==> src/rtl/i2c_pwm_cmd_bank_pkg.sv <==
// Shared types and constants for the I2C-commanded PWM bank.
package i2c_pwm_cmd_bank_pkg;

  typedef logic [7:0]  bus08_t;
  typedef logic [10:0] width_t;

  typedef enum logic [1:0] {
    ST_DISABLED = 2'd0,
    ST_ARMED    = 2'd1,
    ST_RUN      = 2'd2,
    ST_TRIPPED  = 2'd3
  } pwm_state_e;

  localparam bus08_t NEUTRAL = 8'h7D;

  localparam int unsigned ENABLE_BIT     = 0;
  localparam int unsigned COMMIT_BIT     = 7;
  localparam int unsigned STAT_TRIP_BIT  = 0;
  localparam int unsigned STAT_STATE_LSB = 1;
  localparam int unsigned STAT_CNT_LSB   = 4;

  // 1000 us + 4 us per command step
  function automatic width_t cmd_to_width(input bus08_t v);
    return 11'd1000 + width_t'({v, 2'b00});
  endfunction

  function automatic bus08_t pack_status(input logic [3:0] cnt, input pwm_state_e st,
                                         input logic trip);
    bus08_t s;
    s = '0;
    s[STAT_CNT_LSB +: 4]   = cnt;
    s[STAT_STATE_LSB +: 2] = st;
    s[STAT_TRIP_BIT]       = trip;
    return s;
  endfunction

endpackage

==> src/rtl/i2c_pwm_cmd_bank_pwm_channel.sv <==
// One PWM channel: latches its command at frame start and compares against the frame counter.
module i2c_pwm_cmd_bank_pwm_channel
  import i2c_pwm_cmd_bank_pkg::*;
#(
  parameter int unsigned CNT_W = 15
) (
  input  logic             clk,
  input  logic             startRst,
  input  logic             frame_start_i,
  input  logic [CNT_W-1:0] frame_cnt_i,
  input  logic             run_i,
  input  bus08_t           cmd_i,
  output logic             pwm_o,
  output bus08_t           active_o
);

  bus08_t active_q, active_d;
  width_t width_c;
  logic   pwm_q, pwm_d;

  // Use the incoming command on the frame-start cycle so the new width covers tick 0 too
  always_comb begin
    active_d = frame_start_i ? cmd_i : active_q;
    width_c  = cmd_to_width(active_d);
    pwm_d    = run_i && (32'(frame_cnt_i) < 32'(width_c));
  end

  always_ff @(posedge clk or posedge startRst) begin
    if (startRst) begin
      active_q <= NEUTRAL;
      pwm_q    <= 1'b0;
    end else begin
      active_q <= active_d;
      pwm_q    <= pwm_d;
    end
  end

  assign pwm_o    = pwm_q;
  assign active_o = active_q;

endmodule

==> src/rtl/i2c_pwm_cmd_bank.sv <==
// Moves I2C write registers into the clk domain on host commit and drives watchdog-guarded PWM.
module i2c_pwm_cmd_bank
  import i2c_pwm_cmd_bank_pkg::*;
#(
  parameter int unsigned NUM_CH      = 4,
  parameter int unsigned PRESCALE    = 100,
  parameter int unsigned FRAME_TICKS = 20000,
  parameter int unsigned WDOG_FRAMES = 25
) (
  input  logic                clk,
  input  logic                startRst,
  input  bus08_t [NUM_CH:0]   wr_regs,
  output bus08_t [NUM_CH:0]   rd_regs,
  output logic   [NUM_CH-1:0] pwm_out,
  output logic                wdog_trip
);

  localparam int unsigned PS_W = (PRESCALE > 1) ? $clog2(PRESCALE) : 1;
  localparam int unsigned FC_W = (FRAME_TICKS > 1) ? $clog2(FRAME_TICKS) : 1;
  localparam int unsigned WD_W = $clog2(WDOG_FRAMES + 1);

  logic en_s1_q, en_s2_q, cm_s1_q, cm_s2_q, cm_s3_q;
  logic [1:0] prime_q, settle_q;
  logic [PS_W-1:0] presc_q;
  logic [FC_W-1:0] frame_cnt_q;
  logic frame_start_q;
  pwm_state_e state_q, state_d;
  logic [WD_W-1:0] wdog_q, wdog_d;
  logic trip_q, trip_d;
  logic [3:0] cnt_q, cnt_d;
  bus08_t [NUM_CH-1:0] shadow_q, shadow_d, cmd_c, echo_c;
  bus08_t status_q;
  logic tick_c, wrap_c, commit_evt_c, capture_c, run_c;
  logic unused_ctrl_c;

  assign unused_ctrl_c = ^wr_regs[NUM_CH][6:1];

  assign tick_c       = (presc_q == PS_W'(PRESCALE - 1));
  assign wrap_c       = tick_c && (frame_cnt_q == FC_W'(FRAME_TICKS - 1));
  // Edges are ignored until the commit synchronizer has filled after reset
  assign commit_evt_c = (cm_s2_q ^ cm_s3_q) && (prime_q == 2'd3);
  assign capture_c    = (settle_q == 2'd1);
  assign run_c        = (state_d != ST_DISABLED);

  always_comb begin
    state_d = state_q;
    wdog_d  = wdog_q;
    case (state_q)
      ST_DISABLED: if (en_s2_q) state_d = ST_ARMED;
      ST_ARMED: if (capture_c) begin
        state_d = ST_RUN;
        wdog_d  = '0;
      end
      ST_RUN: begin
        if (capture_c) begin
          wdog_d = '0;
        end else if (frame_start_q) begin
          wdog_d = wdog_q + WD_W'(1);
          if (wdog_d == WD_W'(WDOG_FRAMES)) state_d = ST_TRIPPED;
        end
      end
      ST_TRIPPED: if (capture_c) begin
        state_d = ST_RUN;
        wdog_d  = '0;
      end
    endcase
    if (!en_s2_q) begin
      state_d = ST_DISABLED;
      wdog_d  = '0;
    end
    shadow_d = capture_c ? wr_regs[NUM_CH-1:0] : shadow_q;
    cnt_d    = capture_c ? cnt_q + 4'd1 : cnt_q;
    trip_d   = (state_d == ST_TRIPPED);
    for (int c = 0; c < NUM_CH; c++) begin
      cmd_c[c] = (state_d == ST_RUN) ? shadow_d[c] : NEUTRAL;
    end
  end

  always_ff @(posedge clk or posedge startRst) begin
    if (startRst) begin
      en_s1_q       <= 1'b0;
      en_s2_q       <= 1'b0;
      cm_s1_q       <= 1'b0;
      cm_s2_q       <= 1'b0;
      cm_s3_q       <= 1'b0;
      prime_q       <= '0;
      settle_q      <= '0;
      presc_q       <= '0;
      frame_cnt_q   <= '0;
      frame_start_q <= 1'b1;
      state_q       <= ST_DISABLED;
      wdog_q        <= '0;
      trip_q        <= 1'b0;
      cnt_q         <= '0;
      shadow_q      <= {NUM_CH{NEUTRAL}};
      status_q      <= '0;
    end else begin
      en_s1_q  <= wr_regs[NUM_CH][ENABLE_BIT];
      en_s2_q  <= en_s1_q;
      cm_s1_q  <= wr_regs[NUM_CH][COMMIT_BIT];
      cm_s2_q  <= cm_s1_q;
      cm_s3_q  <= cm_s2_q;
      if (prime_q != 2'd3) prime_q <= prime_q + 2'd1;
      // Channel bytes are sampled two cycles after the commit edge
      if (commit_evt_c)          settle_q <= 2'd2;
      else if (settle_q != 2'd0) settle_q <= settle_q - 2'd1;
      presc_q <= tick_c ? '0 : presc_q + PS_W'(1);
      if (tick_c) frame_cnt_q <= wrap_c ? '0 : frame_cnt_q + FC_W'(1);
      frame_start_q <= wrap_c;
      state_q  <= state_d;
      wdog_q   <= wdog_d;
      trip_q   <= trip_d;
      cnt_q    <= cnt_d;
      shadow_q <= shadow_d;
      if (frame_start_q || capture_c) status_q <= pack_status(cnt_d, state_d, trip_d);
    end
  end

  for (genvar c = 0; c < NUM_CH; c++) begin : g_ch
    i2c_pwm_cmd_bank_pwm_channel #(
      .CNT_W(FC_W)
    ) u_ch (
      .clk          (clk),
      .startRst     (startRst),
      .frame_start_i(frame_start_q),
      .frame_cnt_i  (frame_cnt_q),
      .run_i        (run_c),
      .cmd_i        (cmd_c[c]),
      .pwm_o        (pwm_out[c]),
      .active_o     (echo_c[c])
    );
  end

  assign rd_regs   = {status_q, echo_c};
  assign wdog_trip = trip_q;

endmodule

==> config.mk <==
export PLATFORM = sky130hd
export DESIGN_NAME = i2c_pwm_cmd_bank
export DESIGN_NICKNAME = d
export VERILOG_FILES = /design/src/rtl/i2c_pwm_cmd_bank_pkg.sv /design/src/rtl/i2c_pwm_cmd_bank_pwm_channel.sv /design/src/rtl/i2c_pwm_cmd_bank.sv
export SDC_FILE = /design/constraint.sdc
export NUM_CORES = 1
export LEC_CHECK = 0
export BUFFER_PORTS_ARGS = -buffer_cell sky130_fd_sc_hd__buf_2
export CAP_MARGIN = 40
export CELL_PAD_IN_SITES_DETAIL_PLACEMENT = 1
export CELL_PAD_IN_SITES_GLOBAL_PLACEMENT = 2
export CORE_UTILIZATION = 34
export DETAILED_ROUTE_END_ITERATION = 8
export PLACE_DENSITY = 0.77
export SLEW_MARGIN = 5
export SYNTH_ARGS = -nofsm -noshare
export SYNTH_HDL_FRONTEND = slang
export SYNTH_SLANG_ARGS = --single-unit
==> constraint.sdc <==
create_clock -name clk -period 4.2 [get_ports clk]
set_input_delay 1.26 -clock clk [delete_from_list [all_inputs] [get_ports clk]]
set_output_delay 1.26 -clock clk [all_outputs]
set_load 0.005 [all_outputs]
==> summary by stage, run 1 <==
Status
The run finished, with violations left. The checks that failed: design-rule violations.

Layout
For this run, the post-layout net count is 769. The filler cells instantiated in the layout total 2031. Summing all flip-flop and latch instances after layout gives 3040 sq um. Measured on the finished design, the core utilization comes to 0.419. The repair_antennas step left the layout with diodes totalling 0. The area added between synthesis and finish is 19.4%. The fraction of layout cells with a size suffix above 1 is 0.305. In the final layout, the multi-input gates occupy 3080 sq um.

Route
Across all layers, the routed design uses 4962 vias. The first routing iteration left 198 violations. In the routed layout, each cell is associated on average with a via count of 5.36.

The average wire length per cell after detail routing is 18.6 um. The aggregate routed wire length is 17.2 mm. The post-route DRC violation count is 6. The detail route stage leaves a number of antenna-violating nets equal to 0.

The number of optimization iterations in the first detailed-route pass is 8.

Min path
The class of the worst hold path is reg2reg. The endpoint of the worst hold path is en_s2_q. In this run the most critical hold path is launched from en_s1_q. The cell depth of the worst min-delay path is 0.

Placement
The HPWL after detailed placement is 12.2 mm. Port buffering added 79 buffers. The routability congestion estimate from global placement is 0.775.

Logic synthesis
The netlist area before placement is 6360 sq um. After synthesis, the most frequently instantiated cells are dfrtp_1 (70), nor2_1 (70), dfstp_2 (49). The sequential area share after synthesis is 0.478. The net count after synthesis is 686. Of the post-synthesis cell area, the dominant cell type holds 0.275. The count of mapped cells out of synthesis is 600. The total of warnings raised by yosys is 0. The number of enable flip-flop cells after synthesis is 0.

dfrtp_1 takes more of the synthesized area than any other cell. After synthesis the netlist holds a flip-flop and latch count of 119. The count of unique library cells instantiated by Yosys is 62. The average instance area after synthesis is 10.6 sq um. Counting flops with an async set or reset pin after synthesis yields a share of 1.00.

The dominant register cell in the synthesized netlist is dfrtp_1. Sorting the synthesized cells by area gives the leading types as dfrtp_1 (28%), dfstp_2 (20%), ha_1 (8.7%).

Power and ir drop
IR analysis of the VDD net gives a maximum drop of 303 uV. Summed over all cells, the static leakage comes to 3.47 nW. Power spread over the standard cell area amounts to 486 nW/um^2.

Global route
The global-route wire length before repair is 28.6 mm. For this run, the total global-route usage over all layers was measured as 0.192. The via count of the first global-routing pass is 5353. The initial antenna violation count is 0.

The total overflow left after global routing is 0. Entering global routing, the biggest net connects 120 pins.

STA
Setup repair after global routing left no endpoint under its margin. Timing would allow up to 254 MHz. Clock skew on the completed layout was measured at 0.0114 ns. The accumulated negative setup slack is 0 ns. Of the available clock period, the critical path in the final layout requires 0.937. The final-report max-slew violation count is 0. The minimum clock period is 3.94 ns. Setup violations remaining at the end of the flow were counted as 0.

The hold violation count in the final report is 0. The tightest slew margin relative to the limit is 0.559. The transition at the pin with the smallest max-transition slack is 0.662 ns.

Clock tree
The number of clock buffers added by TritonCTS is 17. The count of H-tree levels built during CTS is 4. Gates resized during post-CTS repair numbered 0. Hold repair after CTS inserted 0 buffers.

The number of sinks driven by the clock tree is 119. In this run the post-CTS setup repair buffer count came out at 0. After clock tree synthesis, the clock-pin slew on the worst setup and hold paths is 0.06 ns. The clock tree from TritonCTS is built. The later-pin clock latency in the skew report is 0.42 ns. The clock passes through at most 2 buffers. In this run the clock root is driven by a clkbuf_16.

Floorplan
The core region is 18100 sq um. The effective utilization at floorplan is 0.350. The floorplan step defined a die boundary enclosing 19300 sq um. The total I/O pin count is 87. In this run the horizontal extent of the chip is 139 um.

The site row count is 49. The die is 139 um tall.

Worst setup path
The endpoint of the lowest-slack register-to-register path is g_ch[1].u_ch.pwm_o. The category of the worst setup path capture point is a register. The type of the worst setup path is reg2reg. At the worst endpoint, the arrival time is 4.19 ns. Along the worst path, the maximum fanout reaches 26. The worst setup path is launched from a register. Setup slack on the worst reg-to-reg path comes out at 0.26 ns. The number of cells traversed by the worst register-to-register path is 15.

The worst endpoint required time is 4.45 ns. The reg-to-reg startpoint is settle_q[1].

Run
Across the run, the number of max-cap violations was 0.
-- metrics by stage --
step	power, mW	cells	worst slack (ns)	cell area [sq um]	hold slack (ns)
floorplan	2.04	600	0.674	6360	0.331
global placement	2.21	892	0.382	7000	0.336
detailed placement	2.26	893	0.331	7010	0.336
CTS	3.75	925	0.281	7590	0.362
global route	3.89	925	0.00688	7590	0.364
finish	3.69	925	0.264	7590	0.357
-- state kept, by name (all words and copies together) (netlist names), 2 cells and up --
name,count
cnt_q,4
frame_cnt_q,15
g_ch.u_ch.active_o,32
g_ch.u_ch.pwm_o,4
presc_q,7
prime_q,2
settle_q,2
shadow_q,32
state_q,2
status_q,7
wdog_q,5
-- cell type report --
type / instances / share of cell area
Sequential cell: 119 / 0.400
Multi-Input combinational cell: 426 / 0.406
Clock inverter: 10 / 0.0171
Inverter: 29 / 0.0148
Clock buffer: 22 / 0.0598
Timing Repair Buffer: 90 / 0.0646
Tap cell: 229 / 0.0377
-- critical path, stage by stage, from the launching register on --
cell and delay (ns):
dfrtp_1 0.38, inv_1 0.09, ha_2 0.25, buf_4 0.32, mux2_2 0.27, o311ai_2 0.16
buf_4 0.23, o2bb2ai_1 0.29, ha_1 0.29, inv_1 0.05, ha_1 0.23, a21o_1 0.19
a21o_1 0.18, a21oi_1 0.13, o21ai_1 0.08, a2111oi_1 0.63
-- power by group --
group	leakage, nW	internal (mW)	total (mW)	switching, mW
combinational	1.78	0.300	0.693	0.393
sequential	1.40	1.45	1.54	0.0892
clock	0.284	0.941	1.46	0.516
total	3.47	2.69	3.69	0.998
-- worst max path at each step --
stage	from	end	slack [ns]	cells after the start
after floorplan	settle_q[0]	g_ch[2].u_ch.pwm_o	0.67	15
after global placement	wdog_q[0]	g_ch[1].u_ch.pwm_o	0.38	14
after detailed placement	settle_q[1]	g_ch[0].u_ch.pwm_o	0.33	15
after CTS	settle_q[0]	g_ch[1].u_ch.pwm_o	0.28	14
after global routing	settle_q[1]	g_ch[1].u_ch.pwm_o	0.007	15
final	settle_q[1]	g_ch[1].u_ch.pwm_o	0.26	15
-- cell usage in the layout (no fill, tap or decap), drive strengths merged, types with 5 or more instances in the layout --
master   netlist  layout
inv           29      28
buf           14      90
a31oi          9       9
xor2          19      19
clkinv         0       5
dfrtp         70      70
mux2i          6       6
mux2          31      31
nor2          70      70
nor4           6       6
nand2         25      25
clkbuf        12      22
nand3         14      14
o2bb2ai        7       7
a21oi         35      35
dfstp         49      49
o21ai         16      16
a21o          13      13
xnor2         22      22
ha            44      44
nand4         17      17
nor3          16      16
nor2b          7       7
-- cell families (layout without fill, tap and decap cells) --
family / after synthesis / after routing / synth area share
AOI/OAI and AO/OA: 119 / 119 / 0.134
xor gates and xnor gates: 41 / 41 / 0.0565
adders and majority gates: 44 / 44 / 0.0866
buffers and inverters: 55 / 151 / 0.0380
DFF: 119 / 119 / 0.478
muxes: 37 / 37 / 0.0643
other: 1 / 1 / 0.000590
and+or+nand+nor: 184 / 184 / 0.142
-- per-layer routing --
| metal | vias to the layer above | share of wire | GRT usage |
|---|---|---|---|
| met3 | 28 | 0.036 | 0.0387 |
| met2 | 88 | 0.48 | 0.315 |
| li1 | 2319 | - | - |
| met5 | - | 0 | 0 |
| met1 | 2527 | 0.46 | 0.248 |
| met4 | 0 | 0.021 | 0.0737 |
Note: power is estimated with default switching activity, not from simulation.
==> inputs of run 2 (changes only) <==
BUFFER_PORTS_ARGS = default   (was -buffer_cell sky130_fd_sc_hd__buf_2)
CORE_UTILIZATION = 37   (was 34)
DONT_BUFFER_PORTS = 1   (was default)
PLACE_DENSITY = 0.75   (was 0.77)
==> run 2 against run 1 <==
Compared with the run above:
- the flow now finishes without violations
- final area is 5.3% lower
- largest power group unchanged
- global-route usage grew 0.94 points
- sequential power is essentially flat
- utilization rose by 1.2 points
- largest cell class unchanged
- first-iteration DRC count rose by 14%
- critical path depth rose by 1
==> summary by stage, run 2 (same netlist as run 1, synthesis figures left out) <==
Status
The flow ran to the end, and the final reports show no timing, DRC or antenna violations.

Layout
In the final layout, the share of cells above drive strength 1 is 0.221. The finished layout holds 840 standard cells, fillers aside. The repair_antennas step left the layout with diodes totalling 0. Fill cells in the final layout number 1833. The final net count is 693. In the layout the commonest cells are nor2_1 (70), dfrtp_1 (70), dfstp_2 (49). The multi-input combinational cells in the finished layout cover a total of 3080 sq um. The area taken by flip-flops and latches is 3040 sq um. The area added between synthesis and finish is 13.1%.

Min path
The worst hold path was traced through 0 stages. The min-delay analysis places its worst path in the category reg2reg. The origin of the worst min-delay path is cm_s1_q. The path with the worst hold slack has its endpoint at cm_s2_q.

Clock tree
The hold-fix buffer count after cts is 0. TritonCTS built the clock tree. Once the clock tree was built, the resizer swapped 0 gates to a different size. The maximum number of buffers from clock root to sink is 2. The number of clock buffers added by TritonCTS is 17. The clock-pin slew on the worst setup and hold paths is 0.05 ns. The number of sinks driven by the clock tree is 119. The count of H-tree levels built during CTS is 4. Buffers added to address setup during post-CTS repair amount to 0. Clock latency on the worst-skew pair, taken at its later pin, is 0.42 ns. Clock tree synthesis selected as its root buffer the cell clkbuf_16.

Floorplan
The effective utilization at floorplan is 0.381. From left edge to right edge, the die measures 133 um. The core outline area is 16700 sq um. 87 I/O pins were placed. The die area is 17700 sq um. From bottom edge to top edge, the die measures 133 um. After floorplanning, the core was divided into 47 placement rows.

Worst setup path
At the worst endpoint, the required time is 4.48 ns. The worst register-to-register path begins at settle_q[1]. Data on the critical path arrives at its endpoint at 4.12 ns.

The category of the worst setup path capture point is a register. STA classifies the critical path startpoint as a register. In this run the critical register-to-register path is captured at g_ch[0].u_ch.pwm_o. Along the worst path, the maximum fanout reaches 28.

The type of the worst setup path is reg2reg. Counting cells, the worst reg-to-reg path comes to 16. The setup slack of the worst register-to-register path is 0.37 ns.

Route
Summed over all layers, the routed wires come to 16.8 mm. The post-route DRC violation count is 0. The final route contains 4624 vias. The count of antenna-violating nets left after detailed routing is 0.

The number of optimization iterations in the first detailed-route pass is 4. In this run, the number of DRC markers left after iteration 0 of detailed routing was 225. The average wire length per cell after detail routing is 19.9 um. The vias per cell is 5.50.

Power and ir drop
The total power per unit cell area is 502 nW/um^2. The maximum resistive drop on vdd is 283 uV. Summed over all cells, the static leakage comes to 3.17 nW.

STA
Setup repair after global routing left no endpoint under its margin. The transition at the pin with the smallest max-transition slack is 0.737 ns. The number of setup violations in the final report is 0.

The tightest slew margin relative to the limit is 0.507. The clock period could shrink to 3.83 ns. Summed over all failing endpoints, the final setup total negative slack is 0 ns. Dividing the final minimum period by the clock period gives 0.913. The final-report max-slew violation count is 0. Across the routed clock network, the largest skew measured is 0.0107 ns. The top achievable clock speed is 261 MHz. The hold violation count in the final report was 0.

Global route
The global-route met2 utilization is 0.335. The most used routing layer in global routing is met2. The met3 usage in global routing is 0.0498. The via count of the first global-routing pass is 5017. The total global routing track utilization is 0.201.

The total overflow reported by the global router is 0. The initial antenna violation count is 0. Entering global routing, the biggest net connects 59 pins. The first global-routing pass estimated 27.5 mm of wire. In the global route stage, met1 resource usage came out at 0.253.

Placement
The quantity of I/O buffers inserted on ports is 0. The placed cell count is 808. At the end of routability-driven placement, the weighted congestion stood at 0.779. Detailed placement ended at an HPWL of 12.2 mm.

Run
Max-cap violations in this run came to 0.
==> run 2: critical path: stages (launching register included) <==
cell	delay, ns
dfrtp_1	0.38
inv_1	0.09
ha_2	0.26
buf_4	0.34
mux2_2	0.28
o311ai_2	0.14
nor2_1	0.23
buf_4	0.21
a22o_1	0.19
ha_1	0.25
inv_1	0.06
ha_1	0.24
a21o_1	0.17
a21o_1	0.18
a21oi_1	0.13
o21ai_1	0.09
a2111oi_2	0.46
==> run 2: metrics by stage <==
step / hold WS (ns) / power [mW] / instance area, sq um / util / worst slack (ns)
2_1_floorplan: 0.331 / 2.04 / 6360 / - / 0.674
4_1_cts: 0.356 / 3.65 / 7190 / 0.431 / 0.337
3_5_place_dp: 0.343 / 2.23 / 6620 / 0.397 / 0.398
3_3_place_gp: 0.335 / 2.17 / 6620 / 0.396 / 0.447
6_report: 0.354 / 3.61 / 7190 / 0.431 / 0.366
5_1_grt: 0.372 / 3.79 / 7190 / 0.431 / 0.0455
==> run 2: cell type report <==
cell class / count / area share
Multi-Input combinational cell: 426 / 0.428
Sequential cell: 119 / 0.423
Clock buffer: 22 / 0.0645
Tap cell: 220 / 0.0383
Timing Repair Buffer: 14 / 0.0160
Inverter: 29 / 0.0157
Clock inverter: 10 / 0.0146
==> run 2: worst max-delay path by stage <==
stage,start,to,slack [ns],cells past startpoint
detailed placement,settle_q[1],g_ch[0].u_ch.pwm_o,0.40,16
global placement,settle_q[1],g_ch[1].u_ch.pwm_o,0.45,15
finish,settle_q[1],g_ch[0].u_ch.pwm_o,0.37,16
global route,settle_q[1],g_ch[1].u_ch.pwm_o,0.05,15
floorplan,settle_q[0],g_ch[2].u_ch.pwm_o,0.67,15
CTS,settle_q[1],g_ch[1].u_ch.pwm_o,0.34,15
==> run 2: layer usage <==
metal / vias to the layer above / share of wire
met5: - / 0
met4: 0 / 0.013
met3: 17 / 0.050
met2: 84 / 0.50
met1: 2367 / 0.44
li1: 2156 / -
==> run 2: power breakdown <==
| group | switching [mW] | internal (mW) | leakage [nW] |
|---|---|---|---|
| Clock | 0.510 | 0.896 | 0.279 |
| Combinational | 0.377 | 0.269 | 1.48 |
| Sequential | 0.103 | 1.45 | 1.40 |
